`src/rtl/serial_sub_pkg.sv`:
```
// Shared types and constants for the bit-serial subtractor.
// Latency: n/a (declarations only).
// Backpressure: n/a.
package serial_sub_pkg;

  // Operand width used when the top is built without an override.
  localparam int SERIAL_SUB_DEFAULT_W = 8;

  // Controller states: waiting, one result bit per cycle, result-valid pulse.
  typedef enum logic [1:0] {
    IDLE  = 2'd0,
    SHIFT = 2'd1,
    DONE  = 2'd2
  } state_e;

  // Bit counter width; one extra bit so that W = 2^k never wraps before W-1.
  function automatic int cnt_width(input int w);
    return $clog2(w) + 1;
  endfunction

endpackage

```
`src/rtl/serial_sub_full_sub.sv`:
```
// One-bit full subtractor: d = x - y - bin, bout = borrow out.
// Latency: combinational.
// Backpressure: none.
module full_sub (
  input  logic x,
  input  logic y,
  input  logic bin,
  output logic d,
  output logic bout
);

  assign d    = x ^ y ^ bin;
  assign bout = (~x & y) | (~(x ^ y) & bin);

endmodule

```
`src/rtl/serial_sub.sv`:
```
// Bit-serial unsigned subtractor: diff = a - b mod 2^W, bout = (a < b), LSB first.
// Latency: fixed, done pulses W edges after the accepting edge.
// Backpressure: none; start is only sampled in IDLE and ignored while busy.
module serial_sub
  import serial_sub_pkg::*;
#(
  parameter int W = SERIAL_SUB_DEFAULT_W
) (
  input  logic         clk,
  input  logic         rst,
  input  logic         start,
  input  logic [W-1:0] a,
  input  logic [W-1:0] b,
  output logic         busy,
  output logic         done,
  output logic [W-1:0] diff,
  output logic         bout
);

  localparam int            CW   = cnt_width(W);
  localparam logic [CW-1:0] LAST = CW'(W - 1);

  state_e        state_q, state_d;
  logic [W-1:0]  a_q, a_d;
  logic [W-1:0]  b_q, b_d;
  logic [W-1:0]  diff_q, diff_d;
  logic          borrow_q, borrow_d;
  logic          bout_q, bout_d;
  logic [CW-1:0] cnt_q, cnt_d;

  logic          bit_d;
  logic          bit_bout;

  // The operand shift registers present the current bit at position 0.
  full_sub u_full_sub (
    .x    (a_q[0]),
    .y    (b_q[0]),
    .bin  (borrow_q),
    .d    (bit_d),
    .bout (bit_bout)
  );

  // Next-state and datapath update; everything holds unless a state acts on it.
  always_comb begin
    state_d  = state_q;
    a_d      = a_q;
    b_d      = b_q;
    diff_d   = diff_q;
    borrow_d = borrow_q;
    bout_d   = bout_q;
    cnt_d    = cnt_q;
    case (state_q)
      IDLE: begin
        if (start) begin
          a_d      = a;
          b_d      = b;
          borrow_d = 1'b0;
          cnt_d    = '0;
          state_d  = SHIFT;
        end
      end
      SHIFT: begin
        a_d      = a_q >> 1;
        b_d      = b_q >> 1;
        diff_d   = {bit_d, diff_q[W-1:1]};
        borrow_d = bit_bout;
        // bout tracks the running borrow so it is final after bit W-1.
        bout_d   = bit_bout;
        cnt_d    = cnt_q + CW'(1);
        if (cnt_q == LAST) begin
          state_d = DONE;
        end
      end
      DONE: begin
        state_d = IDLE;
      end
      default: begin
        state_d = IDLE;
      end
    endcase
  end

  // Single register process for control, datapath and outputs; reset wins.
  always_ff @(posedge clk) begin
    if (rst) begin
      state_q  <= IDLE;
      a_q      <= '0;
      b_q      <= '0;
      diff_q   <= '0;
      borrow_q <= 1'b0;
      bout_q   <= 1'b0;
      cnt_q    <= '0;
    end else begin
      state_q  <= state_d;
      a_q      <= a_d;
      b_q      <= b_d;
      diff_q   <= diff_d;
      borrow_q <= borrow_d;
      bout_q   <= bout_d;
      cnt_q    <= cnt_d;
    end
  end

  assign busy = (state_q != IDLE);
  assign done = (state_q == DONE);
  assign diff = diff_q;
  assign bout = bout_q;

endmodule

```
`config.mk`:
```
export PLATFORM = sky130hd
export DESIGN_NAME = serial_sub
export DESIGN_NICKNAME = d
export VERILOG_FILES = /design/src/rtl/serial_sub_pkg.sv /design/src/rtl/serial_sub_full_sub.sv /design/src/rtl/serial_sub.sv
export SDC_FILE = /design/constraint.sdc
export NUM_CORES = 1
export LEC_CHECK = 0
export BUFFER_PORTS_ARGS = -buffer_cell sky130_fd_sc_hd__buf_2
export CORE_MARGIN = 3
export CORE_UTILIZATION = 56
export CTS_CLUSTER_DIAMETER = 30
export DETAILED_ROUTE_END_ITERATION = 16
export PLACE_DENSITY = 0.92
export REMOVE_ABC_BUFFERS = 1
export SETUP_SLACK_MARGIN = 0.02
export SYNTH_ARGS = -nofsm -noshare
export SYNTH_HDL_FRONTEND = slang
export SYNTH_SLANG_ARGS = --single-unit
```
`constraint.sdc`:
```
create_clock -name clk -period 1.8 [get_ports clk]
set_clock_uncertainty 0.1 [all_clocks]
set_input_delay 0.36 -clock clk [delete_from_list [all_inputs] [get_ports clk]]
set_output_delay 0.36 -clock clk [all_outputs]
set_load 0.03 [all_outputs]
```
-- After elaboration in Yosys (flattened, before gate mapping)
Index checks and enable logic that the tools add are counted.
- add/sub/neg operators: 1
- equality and inequality tests: 5
- muxes and demuxes: 11
- bitwise logic cells: 7
- reduce and logical (&&, ||, !) cells: 5
- operator list (operator ; number):
    $pmux 8 s2 ; 2
    $mux 8 ; 2
    $pmux 4 s2 ; 1
    $add 4x1->4 const B ; 1
    $eq 4x3->1 const B ; 1
    $mux 2 ; 2
    $mux 4 ; 1
    $ne 2x2->1 const B ; 2
    $pmux 2 s2 ; 1
    $reduce_and 2->1 ; 2
    $reduce_bool 2->1 ; 2
    $and 1x1->1 ; 2
    $eq 2x1->1 const B ; 1
    $eq 2x2->1 const B ; 1
    $logic_not 2->1 ; 1
    $not 1->1 ; 2
    $pmux 1 s2 ; 1
    $xor 1x1->1 ; 2
    $mux 1 ; 1
    $or 1x1->1 ; 1
- register bits after elaboration: 32
- input port bits: 19
- output and inout bits: 11
- word-level logic and storage cells: 36

-- Logic depth before layout (Yosys ltp)
- depth in word-level cells: 5
- mapped depth: 5
- gate-level depth less buffers: 4

-- Modules after synthesis
A second synthesis with hierarchy kept.
- cells, all modules: 177
- area total of the unflattened synthesis: 1510.2 µm²
- modules (own cells, without submodules) (module ; times used ; cells an instance ; area each (µm²)):
    serial_sub ; 1 ; 173 ; 1478.9
    full_sub ; 1 ; 4 ; 31.3

-- Worst setup path before layout
Ideal clock, no wire load.
- path type: register to output
- start: reg state_q[1]
- end: out done
- arrival: 1.140 ns
- required time: 1.340 ns
- slack: 0.200 ns
- stages on the path, launching flop included: 4
- path buffers: 1
- cell sequence: dfxtp_1 -> inv_1 -> clkbuf_1 -> nor2_1
- word-level cells in the longest chain between the ends: 1
- RTL lines (item ; RTL line ; RTL):
    start: declaration ; serial_sub.sv:23 ; state_e state_q, state_d;
    start signal: assignment ; serial_sub.sv:94 ; state_q <= state_d;
    $eq 2x2->1 ; serial_sub.sv:105 ; assign done = (state_q == DONE);
    end: declaration ; serial_sub.sv:15 ; output logic done,
No other way between the ends.

-- Worst setup path after layout
- start: reg state_q[0]
- end: out busy
- word-level cells in the longest chain between the ends: 1
- RTL lines (item ; RTL line ; RTL):
    $reduce_bool 2->1 ; serial_sub.sv:104 ; assign busy = (state_q != IDLE);
    end: declaration ; serial_sub.sv:14 ; output logic busy,
No other way between the ends.

==> metrics.yaml <==
status:
  status: "finished clean"
floorplanning:
  io_pins: 30
  die_area_um2: 3079
  core_area_um2: 2276
  die_w_um: 55.49
  num_rows: 17
  start_util_pct: 60.25
  die_h_um: 55.49
grt:
  grt_max_degree: 25
  grt.total_usage_pct: 19.40
  overflow: 0
  grt_antenna_before_repair: 0
  grt_pass1_vias: 1159
  grt_pass1_wl_um: 4754
detailed_routing:
  via_per_inst: 5.703
  met1Wirelength_um: 1239
  drc: 0
  top_layer: "met4"
  dr_total_vias: 1249
  ant_nets: 0
  first_pass_iters: 4
  dr_wl_met2_um: 1283
  drtIter0Drc: 43
  wirelength_um: 2806
  routed-wl-met3_um: 226
  wl_per_cell_um: 12.81
setup_path:
  worstPathArrival_ps: 1270
  cp-start-kind: "register"
  cp.required_ps: 1340
  crit_fanout: 7
  setup.worst_path.end_class: "output port"
  criticalPathCategory: "register to output port"
logic_synthesis:
  synth_compound_area_share_pct: 24.82
  ys.warnings.count: 0
  synth_top_family_by_area: "compound AO/OA/AOI/OAI gates"
  synth_edf_count: 0
  synthArstFlopShare_pct: 0
  syn_inst: 160
  ys_seq_area_share_pct: 46.72
  yosys.area.top_type: "dfxtp_1"
  synth_common_cells: "dfxtp_1, nor2_1, nand2_1"
  muxShareOfSynthArea_pct: 0.7299
  synth_top_area_share_pct: 46.72
  synthTopCellsByArea: "dfxtp_1, nor2_1, a211oi_1"
  avgSynthCellArea_um2: 8.571
  synth_fa_ha_area_share_pct: 2.372
  synthSimpleGateAreaFrac_pct: 19.71
  synth_area_um2: 1371
  synth_seq_cells: 32
  synth_xor_xnor_area_share_pct: 0
  synth_flop_cell: "dfxtp_1"
  synth.most_common_cell: "dfxtp_1"
  ys_types: 33
clocking:
  clk_pin_slew_ps: 100
  htreeDepth: 2
  cts_root_buf: "clkbuf_4"
  numCtsBuffers: 5
  clock_path_buffers: 2
  cts.sinks: 32
  clk_latency_ps: 340
  cts_tree: "done"
power:
  power.leakage_uw: 0.0006621
  irDropWorstVdd_mv: 0.6667
  power_per_cell_area_nw_per_um2: 929.9
  total_power_uw: 1499
timing:
  tightest_slew_ps: 426.2
  relSlewSlack_pct: 71.59
  fmax_ghz: 0.5772
  fin_setup_tns_ps: 0
  fin_crit_sh_pct: 96.25
  rsz0062_at_grt: "false"
  slew_viol_final: 0
  setup_viol: 0
  hold_violations: 0
  period_needed_ps: 1732
  whs_ps: 257.4
flow_run:
  maxCapViolations: 0
cells_and_area:
  drive_gt1_share_pct: 24.61
  area_growth_pct: 17.52
  diodes: 0
  n_fill_cell: 176
  finish.utilization_pct: 70.81
  layout.nets: 211
placed_design:
  gp_congestion: 0.7778
  numPortBuffers: 29
  hpwl_um: 1972
min_path:
  hp-class: "primary input to register"
## worst paths after layout
kind	cells after the start	to	slack [ps]	start
setup / recovery	3	busy	70	state_q[0]
hold / removal	3	a_q[6]	260	a[6]
setup reg to reg	4	bout	440	state_q[0]
hold reg to reg	2	diff[0]	370	diff[0]
## cell usage in the layout (no fill, tap or decap), types with 2 or more instances in the layout
master     instances
a211oi_1          14
a21oi_1            9
a2bb2oi_1          2
a31oi_1            2
buf_2             28
buf_4              5
clkbuf_4           5
dfxtp_1           30
dfxtp_2            2
inv_1              3
nand2_1           20
nand2b_1           2
nand3_1            3
nand3b_1           2
nor2_1            30
o22ai_1            5
o2bb2ai_1          9
## layout make-up
| class | instances | area (um^2) | share of cell area [%] |
|---|---|---|---|
| multi-input cells | 113 | 653.1 | 40.53 |
| flip-flops and latches | 32 | 643.1 | 39.91 |
| repair buffers | 34 | 188.9 | 11.72 |
| well taps | 28 | 35.03 | 2.174 |
| clock inverters | 2 | 35.03 | 2.174 |
| clock buffers | 6 | 41.29 | 2.562 |
| inverters | 4 | 15.01 | 0.9317 |
## what timing repair did
action | 4_1_cts | 5_1_grt
hold buffers | 0 | 0
gates resized for setup | 0 | 5
setup buffers | 0 | 0
endpoints found under the setup margin | 0 | 2
## metal layers
metal	global-route usage (%)	up-vias
met4	11.46	0
met5	0	-
met3	5.140	7
li1	-	622
met2	30.07	51
met1	23.98	569
## stage by stage
step	area (um^2)	cells	setup slack [ps]
floorplan	1309	149	219.0
global placement	1526	211	426.4
detailed placement	1526	211	359.7
CTS	1603	219	38.70
global route	1612	219	21.70
finish	1612	219	67.58
## flip-flops by register name, indices dropped and copies added (netlist names)
register / cells
a_q: 8
b_q: 8
diff: 8
cnt_q: 4
state_q: 2
borrow_q: 1
bout: 1
## power breakdown
| part | total (uW) | switching [uW] | internal (uW) |
|---|---|---|---|
| combinational | 192 | 110 | 82.0 |
| sequential | 771 | 22.5 | 748 |
| clock | 537 | 246 | 291 |
## cells by family after synthesis
| kind of cell | after synthesis |
|---|---|
| AND/OR/NAND/NOR | 63 |
| flip-flops | 32 |
| AO/OA/AOI/OAI | 47 |
| multiplexers | 1 |
| adder cells (fa/ha/maj) | 2 |
| buffers and inverters | 15 |
## critical path, cell delays in order (launching register included)
cell	delay (ps)
dfxtp_2	330
buf_4	150
or2_2	300
buf_6	150
Note: power is estimated with default switching activity, not from simulation.
